**config.mk**
```make
export PLATFORM = sky130hd
export DESIGN_NAME = bcd_scan_display_flat
export DESIGN_NICKNAME = d
export VERILOG_FILES = /design/src/rtl/bcd_pkg.sv /design/src/rtl/bcd_scan_display_if.sv /design/src/rtl/bcd_to_7seg.sv /design/src/rtl/bcd_scan_display.sv /design/src/flat_wrapper.sv
export SDC_FILE = /design/constraint.sdc
export NUM_CORES = 1
export LEC_CHECK = 0
export ABC_AREA = 0
export CORE_AREA = 2 2 79 43
export DETAILED_ROUTE_END_ITERATION = 8
export DIE_AREA = 0 0 81 45
export GPL_TIMING_DRIVEN = 0
export PLACE_DENSITY = 0.7
export SLEW_MARGIN = 20
export SYNTH_ARGS = -nofsm -noshare
export SYNTH_HDL_FRONTEND = slang
export SYNTH_HIERARCHICAL = 1
export SYNTH_SLANG_ARGS = --single-unit
```
**constraint.sdc**
```tcl
create_clock -name clk -period 1.5 [get_ports clk]
set_input_delay 0.225 -clock clk [delete_from_list [all_inputs] [get_ports clk]]
set_output_delay 0.225 -clock clk [all_outputs]
set_load 0.02 [all_outputs]
```
**src/rtl/bcd_pkg.sv**
```systemverilog
// Shared definitions for the BCD display stages: field widths, seven-segment
// glyphs and a small digit-validity helper.
package bcd_pkg;

   localparam int SEG_W = 7;
   localparam int BCD_W = 4;

   // Glyph bit order is {g,f,e,d,c,b,a}, active-high.
   localparam logic [SEG_W-1:0] SEG_0    = 7'h3F;
   localparam logic [SEG_W-1:0] SEG_1    = 7'h06;
   localparam logic [SEG_W-1:0] SEG_2    = 7'h5B;
   localparam logic [SEG_W-1:0] SEG_3    = 7'h4F;
   localparam logic [SEG_W-1:0] SEG_4    = 7'h66;
   localparam logic [SEG_W-1:0] SEG_5    = 7'h6D;
   localparam logic [SEG_W-1:0] SEG_6    = 7'h7D;
   localparam logic [SEG_W-1:0] SEG_7    = 7'h07;
   localparam logic [SEG_W-1:0] SEG_8    = 7'h7F;
   localparam logic [SEG_W-1:0] SEG_9    = 7'h6F;
   localparam logic [SEG_W-1:0] SEG_DASH = 7'h40;

   function automatic logic bcdInvalid(input logic [BCD_W-1:0] digit);
      return digit > BCD_W'(9);
   endfunction

endpackage

```
**src/rtl/bcd_scan_display_if.sv**
```systemverilog
// Load handshake and display outputs of the scanned seven-segment driver.
interface bcd_scan_display_if #(
   parameter int NDIG = 2
);
   import bcd_pkg::*;

   logic                    load_valid;
   logic                    load_ready;
   logic [BCD_W*NDIG-1:0]   bcd_in;
   logic [SEG_W-1:0]        seg;
   logic [NDIG-1:0]         an;
   logic                    err;

   modport master (
      output load_valid,
      output bcd_in,
      input  load_ready,
      input  seg,
      input  an,
      input  err
   );

   modport slave (
      input  load_valid,
      input  bcd_in,
      output load_ready,
      output seg,
      output an,
      output err
   );

endinterface

```
**src/rtl/bcd_to_7seg.sv**
```systemverilog
// Combinational BCD digit to seven-segment glyph; nibbles above 9 render as a dash.
module bcd_to_7seg
   import bcd_pkg::*;
(
   input  logic [BCD_W-1:0] digit,
   output logic [SEG_W-1:0] seg
);

   always_comb begin
      seg = SEG_DASH;
      case (digit)
         4'd0:    seg = SEG_0;
         4'd1:    seg = SEG_1;
         4'd2:    seg = SEG_2;
         4'd3:    seg = SEG_3;
         4'd4:    seg = SEG_4;
         4'd5:    seg = SEG_5;
         4'd6:    seg = SEG_6;
         4'd7:    seg = SEG_7;
         4'd8:    seg = SEG_8;
         4'd9:    seg = SEG_9;
         default: seg = SEG_DASH;
      endcase
   end

endmodule

```
**src/rtl/bcd_scan_display.sv**
```systemverilog
// Time-multiplexed seven-segment driver: a pending word is swapped into the
// display register only at frame boundaries so a scan frame never tears.
module bcd_scan_display
   import bcd_pkg::*;
#(
   parameter int NDIG     = 2,
   parameter int PRESCALE = 4,
   parameter int BLANK_LZ = 1
)
(
   input  logic               clk,
   input  logic               rst,
   bcd_scan_display_if.slave  bus
);

   localparam int PCW   = (PRESCALE > 1) ? $clog2(PRESCALE) : 1;
   localparam int IDXW  = (NDIG > 1) ? $clog2(NDIG) : 1;
   localparam int WORDW = BCD_W * NDIG;

   logic [PCW-1:0]   pcnt;
   logic [IDXW-1:0]  idx;
   logic [WORDW-1:0] pend;
   logic [WORDW-1:0] disp;
   logic             pend_full;
   logic             errFlag;

   logic             pcntWrap;
   logic             frameEnd;
   logic             accept;
   logic             pendBad;
   logic [BCD_W-1:0] curDigit;
   logic [NDIG-1:0]  anNext;
   logic [SEG_W-1:0] glyph;
   logic             blankNow;
   logic [SEG_W-1:0] segReg;
   logic [NDIG-1:0]  anReg;

   assign pcntWrap       = (pcnt == PCW'(PRESCALE - 1));
   assign frameEnd       = pcntWrap && (idx == IDXW'(NDIG - 1));
   assign accept         = bus.load_valid && !pend_full;
   assign bus.load_ready = !pend_full;

   always_ff @(posedge clk) begin
      if (rst) begin
         pcnt <= '0;
         idx  <= '0;
      end else if (pcntWrap) begin
         pcnt <= '0;
         idx  <= (idx == IDXW'(NDIG - 1)) ? '0 : idx + IDXW'(1);
      end else begin
         pcnt <= pcnt + PCW'(1);
      end
   end

   always_comb begin
      pendBad = 1'b0;
      for (int i = 0; i < NDIG; i++) begin
         if (bcdInvalid(pend[i*BCD_W +: BCD_W])) pendBad = 1'b1;
      end
   end

   // A frame-boundary transfer takes priority; load_ready is low then anyway.
   always_ff @(posedge clk) begin
      if (rst) begin
         pend      <= '0;
         pend_full <= 1'b0;
         disp      <= '0;
         errFlag   <= 1'b0;
      end else if (frameEnd && pend_full) begin
         disp      <= pend;
         pend_full <= 1'b0;
         if (pendBad) errFlag <= 1'b1;
      end else if (accept) begin
         pend      <= bus.bcd_in;
         pend_full <= 1'b1;
      end
   end

   always_comb begin
      curDigit = '0;
      anNext   = '0;
      for (int i = 0; i < NDIG; i++) begin
         if (idx == IDXW'(i)) begin
            curDigit  = disp[i*BCD_W +: BCD_W];
            anNext[i] = 1'b1;
         end
      end
   end

   // Digit i>0 is blank when it and all higher digits are zero; bad nibbles count as non-zero.
   always_comb begin
      blankNow = 1'b0;
      for (int i = 1; i < NDIG; i++) begin
         if (idx == IDXW'(i)) begin
            blankNow = (BLANK_LZ != 0);
            for (int j = i; j < NDIG; j++) begin
               if (disp[j*BCD_W +: BCD_W] != '0) blankNow = 1'b0;
            end
         end
      end
   end

   bcd_to_7seg u_decode (
      .digit (curDigit),
      .seg   (glyph)
   );

   always_ff @(posedge clk) begin
      if (rst) begin
         segReg <= '0;
         anReg  <= '0;
      end else begin
         segReg <= blankNow ? '0 : glyph;
         anReg  <= anNext;
      end
   end

   assign bus.seg = segReg;
   assign bus.an  = anReg;
   assign bus.err = errFlag;

endmodule

```
**src/flat_wrapper.sv**
```systemverilog
// flat-port wrapper written by rule: the top's interface ports become plain ports
module bcd_scan_display_flat import bcd_pkg::*;
#(
   parameter int NDIG     = 2,
   parameter int PRESCALE = 4,
   parameter int BLANK_LZ = 1
)
  (clk, rst, bus_load_valid, bus_bcd_in, bus_load_ready, bus_seg, bus_an, bus_err);
  bcd_scan_display_if #(.NDIG(NDIG)) bus_i ();
  input  logic clk;
  input  logic rst;
  input wire logic [$bits(bus_i.load_valid)-1:0] bus_load_valid;
  input wire logic [$bits(bus_i.bcd_in)-1:0] bus_bcd_in;
  output wire logic [$bits(bus_i.load_ready)-1:0] bus_load_ready;
  output wire logic [$bits(bus_i.seg)-1:0] bus_seg;
  output wire logic [$bits(bus_i.an)-1:0] bus_an;
  output wire logic [$bits(bus_i.err)-1:0] bus_err;
  assign bus_i.load_valid = bus_load_valid;
  assign bus_i.bcd_in = bus_bcd_in;
  assign bus_load_ready = bus_i.load_ready;
  assign bus_seg = bus_i.seg;
  assign bus_an = bus_i.an;
  assign bus_err = bus_i.err;
  bcd_scan_display #(.NDIG(NDIG), .PRESCALE(PRESCALE), .BLANK_LZ(BLANK_LZ)) u_core (.clk(clk), .rst(rst), .bus(bus_i));
endmodule
```
# Word level (Yosys, flattened, before mapping)
# Memory sizes are Yosys's and may differ from the RTL's. A register that Yosys moved wholly into a read port is not among the register bits.
# Index checks and enable logic that the tools add are counted.
[word_totals]
ff_bits = 23
rom_bits = 112
inputBits = 11
output_inout_bits = 11
word_cells = 32
n_memories = 1
[mem_list]
columns = ["memory", "depth", "word_bits", "rd", "rd_clocked_by_memory_dff", "write_ports", "line_no", "text"]
rows = [
  ["(name not given)", 16, 7, 1, 1, 0, "bcd_to_7seg.sv:11", "case (digit)"],
]
[op_classes]
n_addsub = 2
magnitude_cmp = 2
eq_ne = 1
muxes = 8
bitwise = 1
reduce_logical = 10
[ops]
columns = ["operator", "n"]
rows = [
  ["$gt 4x4->1 const B", 2],
  ["$mux 1", 7],
  ["$reduce_or 2->1", 3],
  ["$mux 4", 1],
  ["$reduce_and 2->1", 2],
  ["$reduce_bool 4->1", 1],
  ["$logic_and 1x1->1", 3],
  ["$add 2x1->2 const B", 1],
  ["$eq 2x2->1 const B", 1],
  ["$add 1x1->1 const B", 1],
  ["$logic_not 1->1", 1],
  ["$not 1->1", 1],
]

# Logic depth before layout (Yosys ltp)
[logic_depth]
word_depth = 5
ltp_mapped = 7
depth_no_buf = 6

# Modules after synthesis
# The synthesis kept the hierarchy.
[modules_own_cells]
columns = ["module", "instances", "cells_per_inst", "area_each_um2", "seq_area_each_um2"]
rows = [
  ["bcd_scan_display", 1, 106, 1129.8, 600.6],
  ["bcd_to_7seg", 1, 29, 225.2, 0.0],
]

# Least setup slack after synthesis
# OpenSTA, ideal clock, no wires.
[synth_path]
kind = "flip-flop to flip-flop"
startpoint = "reg u_core.idx"
endpoint = "reg u_core.segReg[5], in the netlist u_core/bus.seg[5]"
setup_time_ns = 0.115
arrival_time_ns = 1.443
required_time_ns = 1.385
path_slack_ns = -0.058
stages_incl_launch_ff = 8
n_path_buf = 1
period_less_slack_ns = 1.558
cell_sequence = "dfxtp_1 -> buf_6 -> mux2_2 -> inv_1 -> ha_1 -> and2b_1 -> o31a_1 -> and2_1"
[synth_between]
elab_cells_between_ends = 3
cone_classes = "mux (2); reduce/logical (1)"
[synth_lines]
columns = ["item", "line_no", "text"]
rows = [
  ["start: declaration", "bcd_scan_display.sv:21", "logic [IDXW-1:0] idx;"],
  ["start signal: assignment", "bcd_scan_display.sv:49", "idx <= (idx == IDXW'(NDIG - 1)) ? '0 : idx + IDXW'(1);"],
  ["$mux 4", "bcd_scan_display.sv:83", "if (idx == IDXW'(i)) begin"],
  ["named net u_core.curDigit[1]", "bcd_scan_display.sv:31", "logic [BCD_W-1:0] curDigit;"],
  ["end: declaration", "bcd_scan_display.sv:35", "logic [SEG_W-1:0] segReg;"],
]
# The timed path passes the listed nets, and every way through them passes these cells.
# A chain may end at the register's enable or synchronous reset.

# Final worst setup path
[layout_path]
startpoint = "reg u_core.idx"
endpoint = "reg u_core.segReg[6], in the netlist u_core/bus.seg[6]"
# The elaborated chain is that of the path after synthesis.

==> flow_summary.toml <==
[floorplan]
rows = 14
core_area_sq_um = 2910
io-pin-count = 22
start_util_pct = 46.6
die_area_sq_um = 3650
fp.dieW_um = 81
fp.dieH_um = 45

[drt]
routed_via_density = 4.59
drcViolationCount = 0
wl_mm = 2.31
ant_nets = 0
wl_per_cell_um = 11.2
drt_first_pass_iters = 4
num_vias = 950
drt-initial-drc-count = 22

[worst_setup_path]
crit_chain = "mux2_4, buf_6, or2_1, a21o_1, and2_1"
slowest_stage = "dfxtp_4"
start_kind = "flip-flop"
path_buf_inv = 1
max_stage_delay_ns = 0.40
crit_type = "flip-flop to flip-flop"
cp-end-kind = "flip-flop"
required_ns = 1.68
path_delay_family = "flip-flops"
critPathMaxFanout = 7
worstPathArrival_ns = 1.66

[timing]
setup_viol = 0
slew_violations = 0
finalCriticalPeriod_ns = 1.49
hold_viol = 0
relSlewSlack_pct = 66.5
finalClockSkew_ns = 0.00440
rsz0062_at_grt = "true"
worstMarginPinSlew_ns = 0.501
fmax_ghz = 0.673
layout_worst_path_cycle_share_pct = 99.0

[placed_design]
hpwlAfterDp_mm = 1.60
place_area_sq_um = 1620
gp_congestion = 0.822
io_buffers = 21

[synth]
syn_area_sq_um = 1360
synth_cells = 135
synth_area_leaders = "dfxtp_1 44%, ha_1 6.5%, mux2i_1 5.9%, a21oi_2 5.2%, nand2_2 3.7%"
synth_top_cell_by_area = "dfxtp_1"
yosysSeqAreaShare_pct = 44.3
syn_nets = 153
synth-edff-count = 0
ys_ff_latch = 30
yosysUniqueCellTypes = 34
ys_warn_count = 6
async_reset_ff_share_pct = 0
yosysTopAreaCellShare_pct = 44.3
synthFlopType = "dfxtp_1"
syn_avg_cell_area_sq_um = 10.0

[finish]
fillCellCount = 263
utilization_pct = 62.5
drive_gt1_share_pct = 29.9
stdcell_area_sq_um = 1820
multi_input_area_sq_um = 691
layout.nets = 184
syn_to_final_growth_pct = 34.1
regArea_sq_um = 604
n_antenna_cell = 0

[clock_tree]
cts_tree = "yes"
clkLatencyLatePin_ns = 0.28
numCtsBuffers = 5
clock-sinks = 30
root_buffer = "clkbuf_8"
path_clk_slew_ns = 0.07
cts_max_level = 2
cts.path.max_buffers = 2

[global_route]
antenna_found_initial = 0
grt_usage_pct = 14.7
grt_pass1_vias = 892
grt_max_degree = 11
grt-ovfl-total = 0
grt_pass1_wl_mm = 3.86

[outcome]
status = "completed"

[pwr]
p_int_mw = 1.65
vdd_ir_drop_max_uv = 597
p_seq_share_pct = 42.0
switching_share_pct = 19.9
power.switching_mw = 0.410
power_frac_comb_pct = 8.8
p_per_area_nw_per_um2 = 1130
p_leak_nw = 0.729
clkPwrFrac_pct = 49.1
power_mw = 2.06

[min_path]
min_path_type = "flip-flop to flip-flop"

[run]
cap_violations = 0
## power groups by stage
stage          Combinational, mW  Clock, mW  Sequential, mW
2_1_floorplan             0.0853          0           0.897
3_3_place_gp               0.184          0           0.876
3_5_place_dp               0.186          0           0.878
4_1_cts                    0.193       1.04           0.861
5_1_grt                    0.200       1.08           0.870
6_report                   0.182       1.01           0.865
## per-layer routing
| layer | vias up | GRT usage [%] | wire length (um) |
|---|---|---|---|
| li1 | 504 | - | - |
| met1 | 418 | 17.3 | 1150 |
| met2 | 22 | 23.6 | 1020 |
| met3 | 6 | 5.40 | 101 |
| met4 | 0 | 8.14 | 37 |
| met5 | - | 0 | 0 |
## synth_stat cells, drive strengths merged (2+ instances only)
library cell,number
a21o,2
a21oi,9
and2,7
buf,6
dfxtp,30
ha,7
inv,7
mux2,5
mux2i,8
nand2,17
nor2,12
nor2b,3
nor3,3
o21ai,4
o22ai,3
## worst register-to-register path, delay by kind of cell (launching register included)
family | cells | cell delay, ns
flip-flops | 1 | 0.40
multiplexers | 1 | 0.34
AND/OR/NAND/NOR | 2 | 0.34
AO/OA/AOI/OAI | 1 | 0.16
buffers and inverters | 1 | 0.13
## sequential cells by signal, indices dropped and copies added, names as in the netlist
name	flops
u_core/bus.an	2
u_core/idx	1
u_core/pcnt	2
u_core/bus.seg	7
u_core/disp	8
u_core/pend	8
u_core/bus.err	1
u_core/pend_full	1
## through the flow
stage	setup TNS, ns	std cells	hold slack, ns	setup slack [ns]
after floorplan	-0.0261	135	0.295	-0.0180
after global placement	-0.234	196	0.408	-0.0867
after detailed placement	-0.283	196	0.420	-0.0908
after CTS	-0.0639	208	0.431	-0.0273
after global routing	-0.129	207	0.457	-0.0288
final	0	207	0.433	0.0146
## layout make-up
type                    instances  area share (%)
inverters                       7            1.58
multi-input cells              91            38.0
clock inverters                 2            3.31
clock buffers                   6            4.55
flip-flops and latches         30            33.3
repair buffers                 26            13.9
plain buffers                   5            2.62
well taps                      40            2.75
## timing repair
item,4_1_cts,5_1_grt
pin swaps,3,0
gates resized for setup,5,9
hold buffers,0,0
setup buffers,4,1
setup endpoints to repair,7,8
## path summary, 6_finish.rpt
| check | cells past startpoint | from | slack, ns | endpoint |
|---|---|---|---|---|
| max | 5 | u_core/idx$_SDFFE_PP0N_ | 0.01 | u_core/bus.seg[6]$_SDFF_PP0_ |
| min | 1 | u_core/pcnt[0]$_SDFF_PP0_ | 0.43 | u_core/pcnt[0]$_SDFF_PP0_ |
| max reg2reg | 5 | u_core/idx$_SDFFE_PP0N_ | 0.01 | u_core/bus.seg[6]$_SDFF_PP0_ |
| min reg2reg | 1 | u_core/pcnt[0]$_SDFF_PP0_ | 0.43 | u_core/pcnt[0]$_SDFF_PP0_ |
## cell families after synthesis
group / after synthesis / synth area share, %
AO/OA/AOI/OAI: 22 / 11.9
adder cells (fa/ha/maj): 7 / 6.46
XOR/XNOR: 1 / 0.646
buffers and inverters: 14 / 7.11
flip-flops: 30 / 44.3
multiplexers: 13 / 10.3
AND/OR/NAND/NOR: 48 / 19.2
## placed cells by master, fill, tap and decap left out, types with 2 or more instances in the layout
master and instances:
nand2_2 8, ha_2 2, buf_4 5, nand2_1 9, nor3_1 2, nor2b_1 3
a21oi_2 8, o21ai_0 4, buf_6 2, and2_1 7, dfxtp_1 29, inv_1 4
o22ai_2 2, clkbuf_8 6, nor2_1 12, bufinv_16 2, mux2i_1 8, inv_2 2
ha_1 5, a21o_1 2, clkdlybuf4s50_1 19, mux2_4 5
Note: power is estimated with default switching activity, not from simulation.
